==> src/rtl/sevenseg_display.sv <==
// sevenseg_display: eight-digit multiplexed seven-segment driver fed by a
// small write FIFO. Each accepted 32-bit word is shown for at least
// HOLD_CYCLES clocks; digits are scanned one at a time, REFRESH_DIV clocks
// per digit, with registered active-low cathode and anode outputs.
// Optional build macro: SEVENSEG_BLANK_EN -- blank leading-zero digits
// (segments all off) above the most significant non-zero nibble.
module sevenseg_display #(
    parameter int unsigned REFRESH_DIV = 1024,
    parameter int unsigned HOLD_CYCLES = 4096,
    parameter int unsigned DEPTH       = 4
) (
    input  logic        clock,
    input  logic        reset,
    input  logic        sevenseg_writeEnable,
    input  logic [31:0] sevenseg_data,
    output logic [7:0]  segments,
    output logic [7:0]  enables,
    output logic [31:0] shown_word,
    output logic        fifo_full,
    output logic        overflow
);

    // ------------------------------------------------------------------
    // Derived widths and constants
    // ------------------------------------------------------------------
    localparam int unsigned AW     = $clog2(DEPTH);
    localparam int unsigned REF_W  = (REFRESH_DIV > 2) ? $clog2(REFRESH_DIV) : 1;
    localparam int unsigned HOLD_W = (HOLD_CYCLES > 2) ? $clog2(HOLD_CYCLES) : 1;

    localparam logic [AW:0]       DEPTH_CNT = (AW+1)'(DEPTH);
    localparam logic [REF_W-1:0]  REF_LAST  = REF_W'(REFRESH_DIV - 1);
    localparam logic [HOLD_W-1:0] HOLD_LOAD = HOLD_W'(HOLD_CYCLES - 1);

    // Display FSM encodings
    localparam logic [0:0] ST_EMPTY = 1'b0;
    localparam logic [0:0] ST_HOLD  = 1'b1;

    // ------------------------------------------------------------------
    // State
    // ------------------------------------------------------------------
    logic [31:0]       r_mem [DEPTH];
    logic [AW-1:0]     r_wr_ptr;
    logic [AW-1:0]     r_rd_ptr;
    logic [AW:0]       r_count;
    logic              r_overflow;

    logic [0:0]        r_state;
    logic [HOLD_W-1:0] r_hold_cnt;
    logic [31:0]       r_shown_word;

    logic [REF_W-1:0]  r_refresh_cnt;
    logic [2:0]        r_digit;
    logic [7:0]        r_segments;
    logic [7:0]        r_enables;

    // ------------------------------------------------------------------
    // Combinational nets
    // ------------------------------------------------------------------
    logic              w_empty;
    logic              w_full;
    logic              w_pop;
    logic              w_push;
    logic              w_drop;
    logic [31:0]       w_head;
    logic [31:0]       w_shown_next;
    logic              w_refresh_wrap;
    logic [REF_W-1:0]  w_refresh_next;
    logic [2:0]        w_digit_next;
    logic [3:0]        w_nibble;
    logic [7:0]        w_seg_next;
`ifdef SEVENSEG_BLANK_EN
    logic [2:0]        w_msd;
`endif

    // Hex digit to active-low {DP,G,F,E,D,C,B,A}; DP always off.
    function automatic logic [7:0] f_decode(input logic [3:0] nib);
        logic [7:0] seg;
        case (nib)
            4'h0: seg = 8'hC0;
            4'h1: seg = 8'hF9;
            4'h2: seg = 8'hA4;
            4'h3: seg = 8'hB0;
            4'h4: seg = 8'h99;
            4'h5: seg = 8'h92;
            4'h6: seg = 8'h82;
            4'h7: seg = 8'hF8;
            4'h8: seg = 8'h80;
            4'h9: seg = 8'h90;
            4'hA: seg = 8'h88;
            4'hB: seg = 8'h83;
            4'hC: seg = 8'hC6;
            4'hD: seg = 8'hA1;
            4'hE: seg = 8'h86;
            default: seg = 8'h8E;
        endcase
        return seg;
    endfunction

    // FIFO status, pop/push arbitration. Only the display FSM pops; a push
    // into a full FIFO is still taken when a pop frees the slot that edge.
    always_comb begin
        w_empty = (r_count == '0);
        w_full  = (r_count == DEPTH_CNT);
        w_head  = r_mem[r_rd_ptr];
        w_pop   = 1'b0;
        if (!w_empty) begin
            if (r_state == ST_EMPTY)
                w_pop = 1'b1;
            else if (r_hold_cnt == '0)
                w_pop = 1'b1;
        end
        w_push = sevenseg_writeEnable && (!w_full || w_pop);
        w_drop = sevenseg_writeEnable && !w_push;
    end

    // FIFO storage; contents are don't-care once the pointers are reset.
    always_ff @(posedge clock) begin
        if (w_push)
            r_mem[r_wr_ptr] <= sevenseg_data;
    end

    // FIFO pointers, occupancy and sticky overflow flag.
    always_ff @(posedge clock or posedge reset) begin
        if (reset) begin
            r_wr_ptr   <= '0;
            r_rd_ptr   <= '0;
            r_count    <= '0;
            r_overflow <= 1'b0;
        end else begin
            if (w_push)
                r_wr_ptr <= r_wr_ptr + AW'(1);
            if (w_pop)
                r_rd_ptr <= r_rd_ptr + AW'(1);
            case ({w_push, w_pop})
                2'b10:   r_count <= r_count + (AW+1)'(1);
                2'b01:   r_count <= r_count - (AW+1)'(1);
                default: r_count <= r_count;
            endcase
            if (w_drop)
                r_overflow <= 1'b1;
        end
    end

    // Display FSM: latch a word, hold it for HOLD_CYCLES, then take the next.
    always_ff @(posedge clock or posedge reset) begin
        if (reset) begin
            r_state      <= ST_EMPTY;
            r_hold_cnt   <= '0;
            r_shown_word <= '0;
        end else begin
            case (r_state)
                ST_EMPTY: begin
                    if (!w_empty) begin
                        r_shown_word <= w_head;
                        r_hold_cnt   <= HOLD_LOAD;
                        r_state      <= ST_HOLD;
                    end
                end
                default: begin
                    if (r_hold_cnt != '0) begin
                        r_hold_cnt <= r_hold_cnt - HOLD_W'(1);
                    end else if (!w_empty) begin
                        r_shown_word <= w_head;
                        r_hold_cnt   <= HOLD_LOAD;
                    end else begin
                        r_state <= ST_EMPTY;
                    end
                end
            endcase
        end
    end

    // Next-state view of scan position and displayed word. The output
    // registers are loaded from these so that segments/enables always
    // match the current digit and shown_word with no extra pipeline lag.
    always_comb begin
        w_shown_next   = w_pop ? w_head : r_shown_word;
        w_refresh_wrap = (r_refresh_cnt == REF_LAST);
        w_refresh_next = w_refresh_wrap ? '0 : r_refresh_cnt + REF_W'(1);
        w_digit_next   = w_refresh_wrap ? r_digit + 3'd1 : r_digit;
        w_nibble       = w_shown_next[{w_digit_next, 2'b00} +: 4];
`ifdef SEVENSEG_BLANK_EN
        w_msd = '0;
        for (int unsigned i = 1; i < 8; i++) begin
            if (w_shown_next[4*i +: 4] != 4'h0)
                w_msd = 3'(i);
        end
        w_seg_next = (w_digit_next > w_msd) ? 8'hFF : f_decode(w_nibble);
`else
        w_seg_next = f_decode(w_nibble);
`endif
    end

    // Free-running digit scan, independent of FSM and FIFO activity.
    always_ff @(posedge clock or posedge reset) begin
        if (reset) begin
            r_refresh_cnt <= '0;
            r_digit       <= '0;
        end else begin
            r_refresh_cnt <= w_refresh_next;
            r_digit       <= w_digit_next;
        end
    end

    // Registered pin drivers for glitch-free cathodes and anodes.
    always_ff @(posedge clock or posedge reset) begin
        if (reset) begin
            r_segments <= 8'hC0;
            r_enables  <= 8'hFE;
        end else begin
            r_segments <= w_seg_next;
            r_enables  <= ~(8'b1 << w_digit_next);
        end
    end

    assign segments   = r_segments;
    assign enables    = r_enables;
    assign shown_word = r_shown_word;
    assign fifo_full  = w_full;
    assign overflow   = r_overflow;

endmodule

==> config.mk <==
export PLATFORM = sky130hd
export DESIGN_NAME = sevenseg_display
export DESIGN_NICKNAME = d
export VERILOG_FILES = /design/src/rtl/sevenseg_display.sv
export SDC_FILE = /design/constraint.sdc
export NUM_CORES = 1
export LEC_CHECK = 0
export CAP_MARGIN = 10
export CORE_ASPECT_RATIO = 0.6
export CORE_MARGIN = 8
export CORE_UTILIZATION = 35
export DETAILED_ROUTE_END_ITERATION = 10
export PLACE_DENSITY = 0.55
export SLEW_MARGIN = 5
export SYNTH_ARGS = -nofsm -noshare
export SYNTH_HDL_FRONTEND = slang
export SYNTH_SLANG_ARGS = --single-unit
==> constraint.sdc <==
create_clock -name clock -period 4.8 [get_ports clock]
set_input_delay 0.48 -clock clock [delete_from_list [all_inputs] [get_ports clock]]
set_output_delay 0.48 -clock clock [all_outputs]
set_load 0.05 [all_outputs]
### Word-level counts from Yosys, hierarchy flattened

Memory sizes are Yosys's and may differ from the RTL's. A register that Yosys moved wholly into a read port is not among the register bits.
Cells that the tools add are included.
W data, S select, Z words.

| storage, ports and cells | value |
|---|---|
| register bits after elaboration | 82 |
| bits in writable memories | 128 |
| ROM bits | 112 |
| input bits | 35 |
| logic and storage cells | 55 |
| memories kept | 2 |

| operators by class | value |
|---|---|
| $add $sub $neg | 7 |
| equal/unequal tests | 5 |
| shift operators | 2 |
| muxes and demuxes | 18 |
| bitwise logic cells | 1 |
| reduce and logical (&&, ||, !) cells | 9 |

Memory list:

| name | words | bits a word | rd ports | clocked after memory_dff | write ports | line | RTL |
|---|---|---|---|---|---|---|---|
| r_mem | 4 | 32 | 1 | 0 | 1 | 41 | `logic [31:0] r_mem [DEPTH];` |
| (no name shown) | 16 | 7 | 1 | 1 | 0 | 78 | `case (nib)` |

Operators with widths:

| kind | count |
|---|---|
| $mux W32 | 4 |
| $mux W12 | 3 |
| $shiftx A32 B6 Y4 | 1 |
| $logic_not A12 Y1 | 1 |
| $reduce_bool A12 Y1 | 1 |
| $sub A12 B1 Y12 const B | 1 |
| $add A10 B1 Y10 const B | 1 |
| $eq A10 B10 Y1 const B | 1 |
| $mux W10 | 1 |
| $mux W1 | 8 |
| $not A8 Y8 | 1 |
| $shl A1 B3 Y8 const A | 1 |
| $add A3 B1 Y3 const B | 2 |
| $pmux W3 S2 | 1 |
| $add A2 B1 Y2 const B | 2 |
| $eq A3 B3 Y1 const B | 1 |
| $logic_not A3 Y1 | 1 |
| $mux W3 | 1 |
| $sub A3 B1 Y3 const B | 1 |
| $eq A2 B1 Y1 const B | 1 |
| $eq A2 B2 Y1 const B | 1 |
| $logic_and A1 B1 Y1 | 2 |
| $logic_not A1 Y1 | 2 |
| $ne A2 B2 Y1 const B | 1 |
| 2 further kinds | 2 |

### Longest topological paths before layout

Gate-level depths: netlist of run 1.

| depth | value |
|---|---|
| depth after elaboration | 8 |
| mapped depth | 16 |
| mapped depth without buffers | 14 |

### Worst setup path before layout of run 1

OpenSTA, ideal clock, no wires.

| timing path | value |
|---|---|
| kind | register -> register |
| start point | register r_hold_cnt[0] |
| end point | register r_segments[3] (netlist: segments[3]) |
| arrival time | 3000 ps |
| required time | 4662 ps |
| setup slack | 1662 ps |
| cell stages (with the launch flop) | 14 |
| period minus slack after synthesis | 3138 ps |
| path through | dfrtp_1 inv_1 ha_1 nor3b_2 a41oi_4 nor2_4 buf_6 buf_8 mux2i_1 o221ai_2 o221ai_2 inv_1 ha_1 mux4_2 |

| between the ends | value |
|---|---|
| longest elaborated chain between the ends | 6 |

Ends and longest elaborated chain:

| what | line | RTL |
|---|---|---|
| start, declared | 48 | `logic [HOLD_W-1:0] r_hold_cnt;` |
| start signal, assigned | 161 | `r_hold_cnt <= r_hold_cnt - HOLD_W'(1);` |
| $logic_not A12 Y1 | 109 | `else if (r_hold_cnt == '0)` |
| $mux W1 | 109 |  |
| $mux W1 | 107 | `if (r_state == ST_EMPTY)` |
| $mux W1 | 106 | `if (!w_empty) begin` |
| $mux W32 | 177 | `w_shown_next = w_pop ? w_head : r_shown_word;` |
| $shiftx A32 B6 Y4 | 181 | `w_nibble = w_shown_next[{w_digit_next, 2'b00} +: 4];` |
| end, declared | 53 | `logic [7:0] r_segments;` |

No other way between the ends.
A chain may end at the register's enable or synchronous reset.

### Final worst setup path of run 1

| timing path | value |
|---|---|
| start point | register r_hold_cnt[0] |
| end point | register r_segments[4] (netlist: segments[4]) |

Same word-level chain as after synthesis.

==> impl_metrics.csv, run 1 <==
group,metric,value,unit
run_status,outcome,"complete, no violations",
clock_network,clkSinkCount,209,
global_routing,antenna_found_initial,0,
power,p_leak,3.891,nW
synth,yosysMostFrequentCell,"edfxtp_1",
synth,ys.flop_type,"edfxtp_1",
cells_and_area,ff_latch_area,0.005882,mm2
global_routing,grt_max_degree,51,
placement,place_hpwl,13330,um
global_routing,gr-usage-all-layers,12.99,%
clock_network,cts_buffers,21,
clock_network,clkSlewWorstSetupHoldPaths,0.06,ns
cells_and_area,nFillCells,2123,
setup_path,crit_fanout,20,
routing,drc,0,
sta,maxSlewViolCount,0,
floorplanning,dieWidth,218.3,um
sta,setup_viol,0,
floorplanning,core,0.02417,mm2
synth,synth_cell_type_count,56,
setup_path,arrival,4.19,ns
routing,vias,4687,
synth,netlist_instances,521,
placement,placed_cells,920,
clock_network,clk-insertion-delay-late,0.50,ns
clock_network,cts-root-buf,"clkbuf_16",
setup_path,startpoint_type,"flop",
power,vdd_drop_max,197.7,uV
setup_path,slowest_delay,0.61,ns
routing,viasPerCell,4.892,
synth,synth_edf_count,128,
global_routing,grt_first_pass_wirelength,30020,um
sta,finalCriticalPeriod,3.797,ns
sta,fin_crit_sh,79.10,%
floorplanning,ios,85,
synth,synth_top_area_share,44.71,%
routing,drtPass1Iterations,4,
setup_path,cpMostUsedCell,"mux2_2",
synth,synth.area.top_cells,"edfxtp_1 45%, dfrtp_1 21%, mux4_2 8.6%, mux2i_1 2.6%, dfstp_2 2.4%",
synth,synth_simple_gate_area_share,6.113,%
setup_path,cp.required,5.20,ns
synth,synth_compound_area_share,4.890,%
cells_and_area,syn2layout_area_growth,22.20,%
clock_network,cts_buffer_depth,3,
routing,drt-initial-drc-count,250,
synth,synth_xor_area_share,1.732,%
run,drv_cap,0,
sta,worst_slew_pin_slew,1.024,ns
cells_and_area,stdcell_count,958,
synth,synth_fa_ha_area_share,2.125,%
synth,yosysSeqAreaShare,68.40,%
cells_and_area,diodes,0,
placement,port-buffer-count,83,
synth,synth_mux_area_share,13.74,%
sta,fmax,263.4,MHz
synth,synth_top_family_by_area,"multiplexers",
synth,yosysTopAreaCell,"edfxtp_1",
sta,rsz0062_at_grt,"no",
global_routing,grt-ovfl-total,0,
setup_path,worst-setup-path-type,"flop to flop",
cells_and_area,multi_input_area,0.002462,mm2
cells_and_area,fin_area,0.01051,mm2
floorplanning,num_rows,44,
placement,place_congestion,0.7134,
synth,synth_common_cells,"128 x edfxtp_1, 73 x dfrtp_1, 35 x nor2_1",
floorplanning,start_util,35.57,%
global_routing,grt_pass1_vias,5006,
synth,avgSynthCellArea,16.50,um2
placement,dpl_cell_area,0.009797,mm2
power,p_per_area,511.7,mW/mm2
synth,synth_seq_cells,209,
routing,wl,19220,um
cells_and_area,final_core_util,43.47,%
clock_network,cts_resized,0,
synth,async_flop_share,38.76,%
setup_path,crit_slowest_cell,"nor2_4",
floorplanning,dieArea,0.03000,mm2
cells_and_area,final_layout_size_suffix_gt1_share,20.44,%
synth,syn-cell-area,0.008597,mm2
synth,syn-num-nets,570,
routing,post_drt_wl_per_cell,20.07,um
clock_network,htreeDepth,1,
setup_path,path_cells,"inv_1 > ha_1 > nor3b_2 > a41oi_4 > nor2_4 > buf_4 > mux2_2 > mux2_2 > o22a_1 > nand2_2 > mux2_2 > a21oi_1",
clock_network,postCtsSetupRepairBufs,0,
synth,ys_warn_count,0,
clock_network,cts-hold-fix-buffers,0,
floorplanning,die_h,137.4,um
sta,relSlewSlack,31.72,%
sta,fin_skew,0.01944,ns
min_path,worst_hold_path_type,"flop to flop",
cells_and_area,fin_nets,670,
sta,finalHoldViolCount,0,
clock_network,cts_tree,"yes",
sta,tns,0,ns
setup_path,worstSetupEndpointType,"flop",
routing,ant_nets,0,
==> final timing paths <==
check                                      start          endpoint  slack [ns]  depth (start not counted)
min in group asynchronous                  reset       r_wr_ptr[0]        0.49                          2
worst min register to register  r_refresh_cnt[6]  r_refresh_cnt[6]        0.48                          1
worst min-delay path            r_refresh_cnt[6]  r_refresh_cnt[6]        0.48                          1
max in group asynchronous                  reset       r_rd_ptr[0]        3.34                          3
worst max-delay path               r_hold_cnt[0]       segments[4]        1.00                         12
worst max register to register     r_hold_cnt[0]       segments[4]        1.00                         12
==> registers in the layout, summed over array words and instances (netlist names) <==
name	cells
r_state	1
overflow	1
segments	7
enables	8
r_rd_ptr	2
r_refresh_cnt	10
r_digit	3
r_mem	128
shown_word	32
r_hold_cnt	12
r_count	3
r_wr_ptr	2
==> metal layers <==
metal | vias to the layer above | wire [um] | track usage [%]
li1 | 2148 | - | -
met1 | 2412 | 9565 | 18.74
met2 | 106 | 8340 | 20.03
met3 | 21 | 1052 | 3.004
met4 | 0 | 265 | 2.305
met5 | - | 0 | 0
==> cell usage in the layout, fill, tap and decap left out, drive strengths merged, types with 10 or more instances in the layout <==
cell | Yosys | routed
clkdlybuf4s50 | 0 | 83
dfrtp | 73 | 73
edfxtp | 128 | 128
a21oi | 10 | 10
nor2 | 36 | 36
inv | 34 | 34
mux2 | 19 | 19
clkbuf | 3 | 26
ha | 13 | 13
nor3 | 17 | 17
o221ai | 11 | 11
buf | 15 | 12
nand2 | 25 | 25
xnor2 | 10 | 10
mux4 | 33 | 33
mux2i | 22 | 22
==> cells by family after synthesis <==
kind of cell | count (synthesis)
flops | 209
simple gates | 108
mux | 74
buf+inv | 52
compound gates | 46
xor+xnor | 17
fa+ha+maj | 14
other cells | 1
==> per-stage QoR <==
step                setup WS, ns  hold WS (ns)  power [mW]
global placement           1.112        0.4598       3.736
floorplan                  1.662        0.4415       3.300
detailed placement        0.9712        0.4607       3.766
global route              0.7413        0.5130       5.629
CTS                       0.9497        0.4746       5.451
finish                     1.003        0.4777       5.376
==> report_power, final <==
group | leakage (nW) | internal, mW | total [mW] | switching [mW]
registers | 2.14 | 2.28 | 2.48 | 0.202
clock network | 0.349 | 1.00 | 1.67 | 0.670
logic | 1.40 | 0.487 | 1.22 | 0.737
total | 3.89 | 3.77 | 5.38 | 1.61
==> critical path: cells and delay by family (launching register included) <==
family	cells	cell delay [ns]
adder cells (fa/ha/maj)	1	0.16
flip-flops	1	0.40
AO/OA/AOI/OAI	3	0.63
buffers and inverters	2	0.42
multiplexers	3	1.00
AND/OR/NAND/NOR	3	1.09
==> layout make-up <==
cell class | instances | area share, %
clock inverter | 12 | 1.370
inverter | 34 | 1.227
multi-input combinational | 260 | 23.44
clock buffer | 26 | 5.372
sequential | 209 | 55.99
timing repair buffer | 95 | 8.766
tap | 322 | 3.835
Power figures use the tool's default switching activity.
==> run 2: changes to the inputs <==
- clock period: 4.8 -> 3.8 ns (I/O delays scaled with it)
==> impl_metrics.csv, run 2 (synthesis gave the netlist of run 1 again) <==
group,metric,value,unit
sta,relSlewSlack,58.10,%
floorplanning,core,0.02417,mm2
floorplanning,dieWidth,218.3,um
sta,fin_crit_sh,91.63,%
cells_and_area,final_cell_mix,"128 x edfxtp_1, 83 x clkdlybuf4s50_1, 72 x dfrtp_1",
power,net-switching-power,2.019,mW
routing,wl,18920,um
setup_path,worst-setup-path-type,"flop to flop",
global_routing,grt-ovfl-total,0,
power,clkPwrFrac,29.6,%
floorplanning,dieArea,0.03000,mm2
cells_and_area,final_common_cell,"edfxtp_1",
global_routing,met2_usage,19.67,%
run,drv_cap,0,
routing,drtPass1Iterations,4,
setup_path,reg2regPathDepth,13,
power,vdd_drop_max,287.5,uV
sta,tns,0,ns
floorplanning,num_rows,44,
global_routing,global_route.usage.met3,3.136,%
global_routing,antenna_found_initial,0,
power,swShare,30.33,%
cells_and_area,final_layout_size_suffix_gt1_share,21.03,%
setup_path,worst_r2r_endpoint,"segments[3]",
clock_network,clk-insertion-delay-late,0.50,ns
power,fin_total_pwr,6.658,mW
routing,drc,0,
run_status,outcome,"complete, no violations",
cells_and_area,multi_input_area,0.002462,mm2
cells_and_area,syn2layout_area_growth,22.66,%
sta,finalHoldViolCount,0,
power,p_per_area,631.4,mW/mm2
global_routing,grt_max_degree,42,
cells_and_area,nFillCells,2130,
clock_network,htreeDepth,1,
placement,dpl_cell_area,0.009879,mm2
floorplanning,ios,85,
setup_path,worst-r2r-setup-slack,0.32,ns
clock_network,cts-root-buf,"clkbuf_16",
clock_network,cts-hold-fix-buffers,0,
setup_path,crit_fanout,41,
power,p_leak,3.907,nW
cells_and_area,ff_latch_area,0.005882,mm2
placement,port-buffer-count,83,
setup_path,startpoint_type,"flop",
sta,worst_slew_pin_slew,0.6264,ns
routing,vias,4657,
placement,place_hpwl,12930,um
sta,rsz0062_at_grt,"no",
cells_and_area,diodes,0,
clock_network,postCtsSetupRepairBufs,0,
setup_path,crit_slowest_cell,"mux4_2",
sta,setup_viol,0,
setup_path,slowest_delay,0.47,ns
clock_network,clkSinkCount,209,
routing,viasPerCell,4.831,
sta,fmax,287.2,MHz
clock_network,cts_buffer_depth,3,
cells_and_area,fin_area,0.01055,mm2
floorplanning,start_util,35.57,%
placement,placed_cells,926,
sta,maxSlewViolCount,0,
setup_path,worstSetupEndpointType,"flop",
placement,place_congestion,0.8264,
setup_path,timing.rr.start,"r_hold_cnt[0]",
min_path,worst_hold_path_type,"primary input to async pin",
cells_and_area,top_register,"r_mem",
global_routing,use_met1,18.36,%
setup_path,cp.required,4.16,ns
setup_path,arrival,3.84,ns
cells_and_area,largest_reg_flops,128,
clock_network,cts_resized,0,
global_routing,busiest_layer,"met2",
power,intPower,4.639,mW
power,pwr-share-comb,24.0,%
global_routing,gr-usage-all-layers,12.79,%
routing,ant_nets,0,
routing,post_drt_wl_per_cell,19.62,um
routing,drt-initial-drc-count,281,
floorplanning,die_h,137.4,um
global_routing,grt_pass1_vias,5025,
sta,fin_skew,0.01923,ns
sta,finalCriticalPeriod,3.482,ns
setup_path,path_cells,"inv_1 > ha_1 > nor3b_2 > a41oi_4 > nor2_4 > buf_12 > mux2_2 > nor2_1 > nor2_1 > o221ai_2 > inv_1 > ha_1 > mux4_2",
global_routing,grt_first_pass_wirelength,29550,um
cells_and_area,stdcell_count,964,
power,power_frac_seq,46.4,%
cells_and_area,fin_nets,676,
clock_network,cts_buffers,21,
clock_network,clkSlewWorstSetupHoldPaths,0.06,ns
clock_network,cts_tree,"yes",
[run 2: worst max-delay path by stage]
stage / start / end / slack (ns) / cells after the start
floorplan: r_hold_cnt[0] / segments[3] / 0.66 / 13
global placement: r_hold_cnt[0] / segments[3] / 0.44 / 13
detailed placement: r_hold_cnt[0] / segments[3] / 0.33 / 13
CTS: r_hold_cnt[0] / segments[3] / 0.30 / 13
global route: r_hold_cnt[0] / segments[3] / 0.003 / 13
finish: r_hold_cnt[0] / segments[3] / 0.32 / 13
[run 2: power by group through the flow]
stage | combinational, mW | clock (mW) | sequential (mW)
final | 1.60 | 1.97 | 3.09
after global routing | 1.74 | 2.12 | 3.13
after global placement | 1.61 | 0 | 3.12
after detailed placement | 1.63 | 0 | 3.13
after CTS | 1.64 | 2.03 | 3.09
after floorplan | 0.824 | 0 | 3.34
[run 2: critical path, delay by kind of cell, from the launching register on]
kind,cells,cell delay (ns)
compound gates,2,0.59
fa+ha+maj,2,0.40
buf+inv,3,0.47
flops,1,0.41
mux,2,0.86
simple gates,4,0.61
[run 2: through the flow]
step                utilization, %  setup WS, ns  hold slack [ns]
finish                       43.63        0.3181           0.1977
global route                 43.63      0.002514           0.2350
CTS                          43.63        0.2981           0.1994
detailed placement           40.88        0.3345           0.4699
global placement             40.88        0.4409           0.4687
floorplan                        -        0.6617           0.4415
[run 2: final cells by class]
class / count / area share (%)
Clock buffer: 29 / 5.790
Clock inverter: 9 / 0.5221
Inverter: 34 / 1.222
Multi-Input combinational cell: 260 / 23.35
Sequential cell: 209 / 55.78
Tap cell: 322 / 3.821
Timing Repair Buffer: 101 / 9.516
[run 2: routing by layer]
metal  wire (um)  up-vias
li1            -     2159
met3        1322       23
met5           0        -
met2        8191      114
met1        9115     2361
met4         287        0
